==> config.mk <==
export PLATFORM = sky130hd
export DESIGN_NAME = hex_flash_sched_flat
export DESIGN_NICKNAME = d
export VERILOG_FILES = /design/src/rtl/hex_flash_sched_if.sv /design/src/rtl/hex_flash_sched.sv /design/src/flat_wrapper.sv
export SDC_FILE = /design/constraint.sdc
export NUM_CORES = 1
export LEC_CHECK = 0
export CORE_UTILIZATION = 44
export CTS_BUF_LIST = sky130_fd_sc_hd__clkbuf_16
export DETAILED_ROUTE_END_ITERATION = 12
export GPL_ROUTABILITY_DRIVEN = 0
export PLACE_DENSITY = 0.67
export SLEW_MARGIN = 0
export SYNTH_ARGS = -nofsm -noshare
export SYNTH_HDL_FRONTEND = slang
export SYNTH_SLANG_ARGS = --single-unit
==> constraint.sdc <==
create_clock -name clk -period 2.02 [get_ports clk]
set_input_delay 0.606 -clock clk [delete_from_list [all_inputs] [get_ports clk]]
set_output_delay 0.606 -clock clk [all_outputs]
set_load 0.02 [all_outputs]
==> src/rtl/hex_flash_sched_if.sv <==
// Bundle of the request/flash signals between the requesters, the scheduler
// and the per-digit flash units.
interface hex_flash_sched_if;
    logic [3:0] req;
    logic       hold;
    logic [3:0] enable;
    logic [3:0] interx;
    logic [1:0] grant_id;
    logic       busy;

    // Requester side: raises requests and hold, watches the grant.
    modport master (
        output req,
        output hold,
        input  enable,
        input  interx,
        input  grant_id,
        input  busy
    );

    // Scheduler side.
    modport slave (
        input  req,
        input  hold,
        output enable,
        output interx,
        output grant_id,
        output busy
    );
endinterface

==> src/rtl/hex_flash_sched.sv <==
// Round-robin scheduler handing the flash enable of a 4-digit HEX bank to one
// digit at a time: a dwell of DWELL cycles per grant, then GAP_LEN blank
// cycles. Every digit that is not granted gets its interrupt held high.
module hex_flash_sched #(
    parameter int              CNT_W   = 8,
    parameter logic [CNT_W-1:0] DWELL   = 8'd200,
    parameter logic [CNT_W-1:0] GAP_LEN = 8'd2
) (
    input  logic              clk,
    input  logic              reset,
    hex_flash_sched_if.slave  bus
);
    localparam logic [CNT_W-1:0] DWELL_LOAD = DWELL - CNT_W'(1);
    localparam logic [CNT_W-1:0] GAP_LOAD   = GAP_LEN - CNT_W'(1);

    typedef enum logic [1:0] {
        ST_IDLE  = 2'd0,
        ST_GRANT = 2'd1,
        ST_GAP   = 2'd2
    } state_t;

    state_t           state_reg, state_next;
    logic [1:0]       ptr_reg, ptr_next;
    logic [CNT_W-1:0] dwell_reg, dwell_next;
    logic [CNT_W-1:0] gap_reg, gap_next;
    logic [3:0]       enable_reg, enable_next;
    logic [3:0]       interx_reg;
    logic [1:0]       grant_id_reg, grant_id_next;
    logic             busy_reg;

    // Rotated search order: candidate gi is the digit examined gi-th,
    // starting from the round-robin pointer.
    logic [1:0] cand [4];
    logic [3:0] hit;
    logic [1:0] sel_idx;
    logic [3:0] sel_onehot;
    logic       launch;

    genvar gi;
    generate
        for (gi = 0; gi < 4; gi++) begin : g_search
            assign cand[gi]       = ptr_reg + 2'(gi);
            assign hit[gi]        = bus.req[cand[gi]];
            assign sel_onehot[gi] = (sel_idx == 2'(gi));
        end
    endgenerate

    // Pick the first requesting candidate in rotated order (earliest wins).
    always_comb begin
        sel_idx = cand[0];
        for (int k = 3; k >= 0; k--) begin
            if (hit[k]) begin
                sel_idx = cand[k];
            end
        end
    end

    // Next-state and next-output logic for IDLE / GRANT / GAP.
    always_comb begin
        state_next    = state_reg;
        ptr_next      = ptr_reg;
        dwell_next    = dwell_reg;
        gap_next      = gap_reg;
        enable_next   = enable_reg;
        grant_id_next = grant_id_reg;
        launch        = 1'b0;

        case (state_reg)
            ST_IDLE: begin
                if (bus.req != 4'b0000) begin
                    launch = 1'b1;
                end
            end
            ST_GRANT: begin
                // Withdrawal ends the grant regardless of hold or counter;
                // hold at a zero counter stretches the grant.
                if (!bus.req[grant_id_reg] ||
                    (dwell_reg == '0 && !bus.hold)) begin
                    state_next  = ST_GAP;
                    ptr_next    = grant_id_reg + 2'd1;
                    gap_next    = GAP_LOAD;
                    enable_next = 4'b0000;
                end else if (!bus.hold) begin
                    dwell_next = dwell_reg - 1'b1;
                end
            end
            ST_GAP: begin
                if (gap_reg == '0) begin
                    if (bus.req != 4'b0000) begin
                        launch = 1'b1;
                    end else begin
                        state_next = ST_IDLE;
                    end
                end else begin
                    gap_next = gap_reg - 1'b1;
                end
            end
            default: begin
                state_next  = ST_IDLE;
                enable_next = 4'b0000;
            end
        endcase

        if (launch) begin
            state_next    = ST_GRANT;
            grant_id_next = sel_idx;
            enable_next   = sel_onehot;
            dwell_next    = DWELL_LOAD;
        end
    end

    // State, counters and registered outputs.
    always_ff @(posedge clk) begin
        if (reset) begin
            state_reg    <= ST_IDLE;
            ptr_reg      <= 2'd0;
            dwell_reg    <= '0;
            gap_reg      <= '0;
            enable_reg   <= 4'b0000;
            interx_reg   <= 4'b1111;
            grant_id_reg <= 2'd0;
            busy_reg     <= 1'b0;
        end else begin
            state_reg    <= state_next;
            ptr_reg      <= ptr_next;
            dwell_reg    <= dwell_next;
            gap_reg      <= gap_next;
            enable_reg   <= enable_next;
            interx_reg   <= ~enable_next;
            grant_id_reg <= grant_id_next;
            busy_reg     <= (state_next == ST_GRANT);
        end
    end

    assign bus.enable   = enable_reg;
    assign bus.interx   = interx_reg;
    assign bus.grant_id = grant_id_reg;
    assign bus.busy     = busy_reg;
endmodule

==> src/flat_wrapper.sv <==
// flat-port wrapper written by rule: the top's interface ports become plain ports
module hex_flash_sched_flat 
#(
    parameter int              CNT_W   = 8,
    parameter logic [CNT_W-1:0] DWELL   = 8'd200,
    parameter logic [CNT_W-1:0] GAP_LEN = 8'd2
)
  (clk, reset, bus_req, bus_hold, bus_enable, bus_interx, bus_grant_id, bus_busy);
  hex_flash_sched_if bus_i ();
  input  logic clk;
  input  logic reset;
  input wire logic [$bits(bus_i.req)-1:0] bus_req;
  input wire logic [$bits(bus_i.hold)-1:0] bus_hold;
  output wire logic [$bits(bus_i.enable)-1:0] bus_enable;
  output wire logic [$bits(bus_i.interx)-1:0] bus_interx;
  output wire logic [$bits(bus_i.grant_id)-1:0] bus_grant_id;
  output wire logic [$bits(bus_i.busy)-1:0] bus_busy;
  assign bus_i.req = bus_req;
  assign bus_i.hold = bus_hold;
  assign bus_enable = bus_i.enable;
  assign bus_interx = bus_i.interx;
  assign bus_grant_id = bus_i.grant_id;
  assign bus_busy = bus_i.busy;
  hex_flash_sched #(.CNT_W(CNT_W), .DWELL(DWELL), .GAP_LEN(GAP_LEN)) u_core (.clk(clk), .reset(reset), .bus(bus_i));
endmodule
==> results.yml <==
power_and_ir_drop:
  power.internal_mw: 1.54
  power_switching_mw: 0.727
  vdd_drop_max_uv: 536
  p_per_area_mw_per_mm2: 1010
  clkPwrFrac_pct: 30.3
  seqPwrFrac_pct: 34.3
  power.leakage_nw: 0.888
  p_sw_share_pct: 32.1
  pwr-share-comb_pct: 35.4
routing:
  drt-total-wl_microns: 4010
  wl_per_cell_microns: 14.6
  drtPass1Iterations: 4
  viasPerCell: 5.56
  drt_iter0_markers: 71
  drc_errors: 0
  routed-via-count: 1529
  ant_nets: 0
die:
  core_area_sq_mm: 0.00344
  io_pins: 18
  start_util_pct: 47.4
  die-area_sq_mm: 0.00395
  rows: 21
  die_w_microns: 62.9
  chipHeight_microns: 62.9
grt:
  grt.total_usage_pct: 21.5
  grt_pass1_vias: 1487
  overflow: 0
  grt_max_degree: 16
  grt_pass1_wl_microns: 6480
  antenna_found_initial: 0
place:
  postPlaceCellArea_sq_mm: 0.00200
  hpwl_microns: 2760
  place_inst: 261
  port_buffers: 17
clocking:
  hold_buffers: 0
  clk_path_buf_depth: 2
  insertion_delay_ps: 270
  cts-root-buf: "clkbuf_16"
  tritoncts: "done"
  cts.sinks: 31
  clkSlewWorstSetupHoldPaths_ps: 50
  cts_buffers: 5
  cts_max_level: 2
logic_synthesis:
  async_reset_ff_share_pct: 0
  synth_top_area_share_pct: 38.1
  synth_common_cells: "dfxtp_1 (31), nor2_1 (22), nor3_1 (16), nand2_1 (10), xnor2_1 (9)"
  syn-num-nets: 195
  ys_types: 47
  yosys.area.top_type: "dfxtp_1"
  ys.flop_type: "dfxtp_1"
  yosys_warnings: 0
  synth_seq_cells: 31
  postSynthAreaPerCell_sq_um: 9.01
  yosys.cell_count.top_type: "dfxtp_1"
  synth_edf_count: 0
  syn_area_sq_mm: 0.00163
  synth_area_leaders: "dfxtp_1 (38%), ha_1 (5.4%), nor2_1 (5.1%)"
  netlist_instances: 181
  yosysSeqAreaShare_pct: 38.1
layout:
  fin_area_sq_mm: 0.00225
  fin_nets: 242
  area_growth_pct: 38.2
  drive_gt1_share_pct: 27.9
  insertedDiodeCount: 0
  fin_util_pct: 65.5
  fill_cells: 289
  final_cells: 275
sta:
  setup_tns_ps: 0
  maxSlewViolCount: 0
  fmax_mhz: 500
  min_period_over_period_pct: 98.9
  final_hold_viol_count: 0
  rsz0062_at_grt: "true"
  setup_viol: 0
  min_period_ps: 2000
  slew_headroom_pct: 71.5
  tightestPinTransition_ps: 424
  final.setup_skew_ps: 3.64
setup_path:
  path_max_fanout: 3
  cp.required_ps: 2150
  end_kind: "flop"
  crit_family: "simple AND/OR/NAND/NOR gates"
  crit_chain: "buf_2 > or4b_4 > o211ai_1 > buf_4 > nor2_1 > nor3_1 > a311oi_2"
  cp_slowest_cell: "or4b_4"
  crit_arrival_ps: 2130
  crit_path_start_kind: "input port"
  slowest_delay_ps: 560
  path_class: "in -> reg"
  critical_path_buf_inv_count: 2
status:
  status: "completed"
hold_path:
  min_path_type: "reg -> reg"
job:
  max_cap_violations: 0
-- metrics by stage --
| step | setup WS, ps | total power [mW] | hold WS [ps] |
|---|---|---|---|
| 2_1_floorplan | -14.2 | 1.24 | 485 |
| 3_3_place_gp | -508 | 1.47 | 465 |
| 3_5_place_dp | -551 | 1.48 | 467 |
| 4_1_cts | 8.82 | 2.21 | 470 |
| 5_1_grt | -34.7 | 2.40 | 490 |
| 6_report | 22.0 | 2.27 | 462 |
-- cell type report --
cell class	instances	area, sq um	area share, %
Tap cell	46	57.6	2.55
Timing Repair Buffer	45	369	16.4
Sequential cell	31	623	27.7
Clock buffer	5	125	5.55
Clock inverter	3	12.5	0.555
Inverter	8	30.0	1.33
Multi-Input combinational cell	137	1040	46.0
-- final timing paths --
check,from,endpoint,slack (ps),cells after the start
worst min register to register,u_core.bus.enable[0]$_SDFF_PP0_,u_core.bus.interx[0]$_SDFF_PP1_,460,1
worst min-delay path,u_core.bus.enable[0]$_SDFF_PP0_,u_core.bus.interx[0]$_SDFF_PP1_,460,1
worst max register to register,u_core.dwell_reg[1]$_SDFFE_PP0P_,u_core.dwell_reg[1]$_SDFFE_PP0P_,30,8
worst max-delay path,bus_hold,u_core.dwell_reg[1]$_SDFFE_PP0P_,20,7
-- power groups by stage --
stage	registers [mW]	logic, mW	clock network, mW
after global routing	0.788	0.879	0.733
after global placement	0.772	0.694	0
after CTS	0.764	0.740	0.706
after floorplan	0.800	0.442	0
final	0.777	0.803	0.688
after detailed placement	0.777	0.706	0
-- metal layers --
metal / vias up / part of all wire (%) / wire, microns / global-route usage [%]
met3: 8 / 2.9 / 117 / 6.57
met5: - / 0 / 0 / 0
met4: 0 / 1.6 / 66 / 9.01
li1: 744 / - / - / -
met1: 747 / 44 / 1760 / 24.5
met2: 30 / 51 / 2060 / 36.7
-- logic make-up (layout without fill, tap and decap cells) --
kind of cell             count (synthesis)  after routing  share of synthesized area, %
AO/OA/AOI/OAI                           33             33                          14.6
XOR/XNOR                                14             14                          7.52
adder cells (fa/ha/maj)                  7              7                          5.37
buffers and inverters                   13             61                          3.91
flip-flops                              31             31                          38.1
multiplexers                             3              3                          2.69
AND/OR/NAND/NOR                         80             80                          27.9
-- repair_timing --
item	CTS	global route
setup endpoints to repair	29	23
buffers inserted	5	1
pin swaps	5	13
gates resized for setup	15	19
-- cell usage in the layout (no fill, tap or decap), types with 2 or more instances in the layout --
master            n
dfxtp_1          29
buf_4            27
nor2_1           21
nor3_1           12
clkdlybuf4s50_1  12
nand2_1          10
xnor2_1           9
inv_1             8
a21oi_1           7
nor2b_1           7
nand3_1           6
ha_1              6
xor2_1            5
clkbuf_16         5
a22o_1            4
o21ai_0           3
nor3_2            3
a22oi_1           3
inv_2             2
nor4_4            2
or4_4             2
o211ai_1          2
o41ai_1           2
o21a_1            2
nor2_2            2
or3_1             2
a31oi_1           2
nor4_1            2
clkdlybuf4s15_1   2
clkbuf_2          2
dfxtp_2           2
No activity file was read; power rests on OpenSTA's default activity.
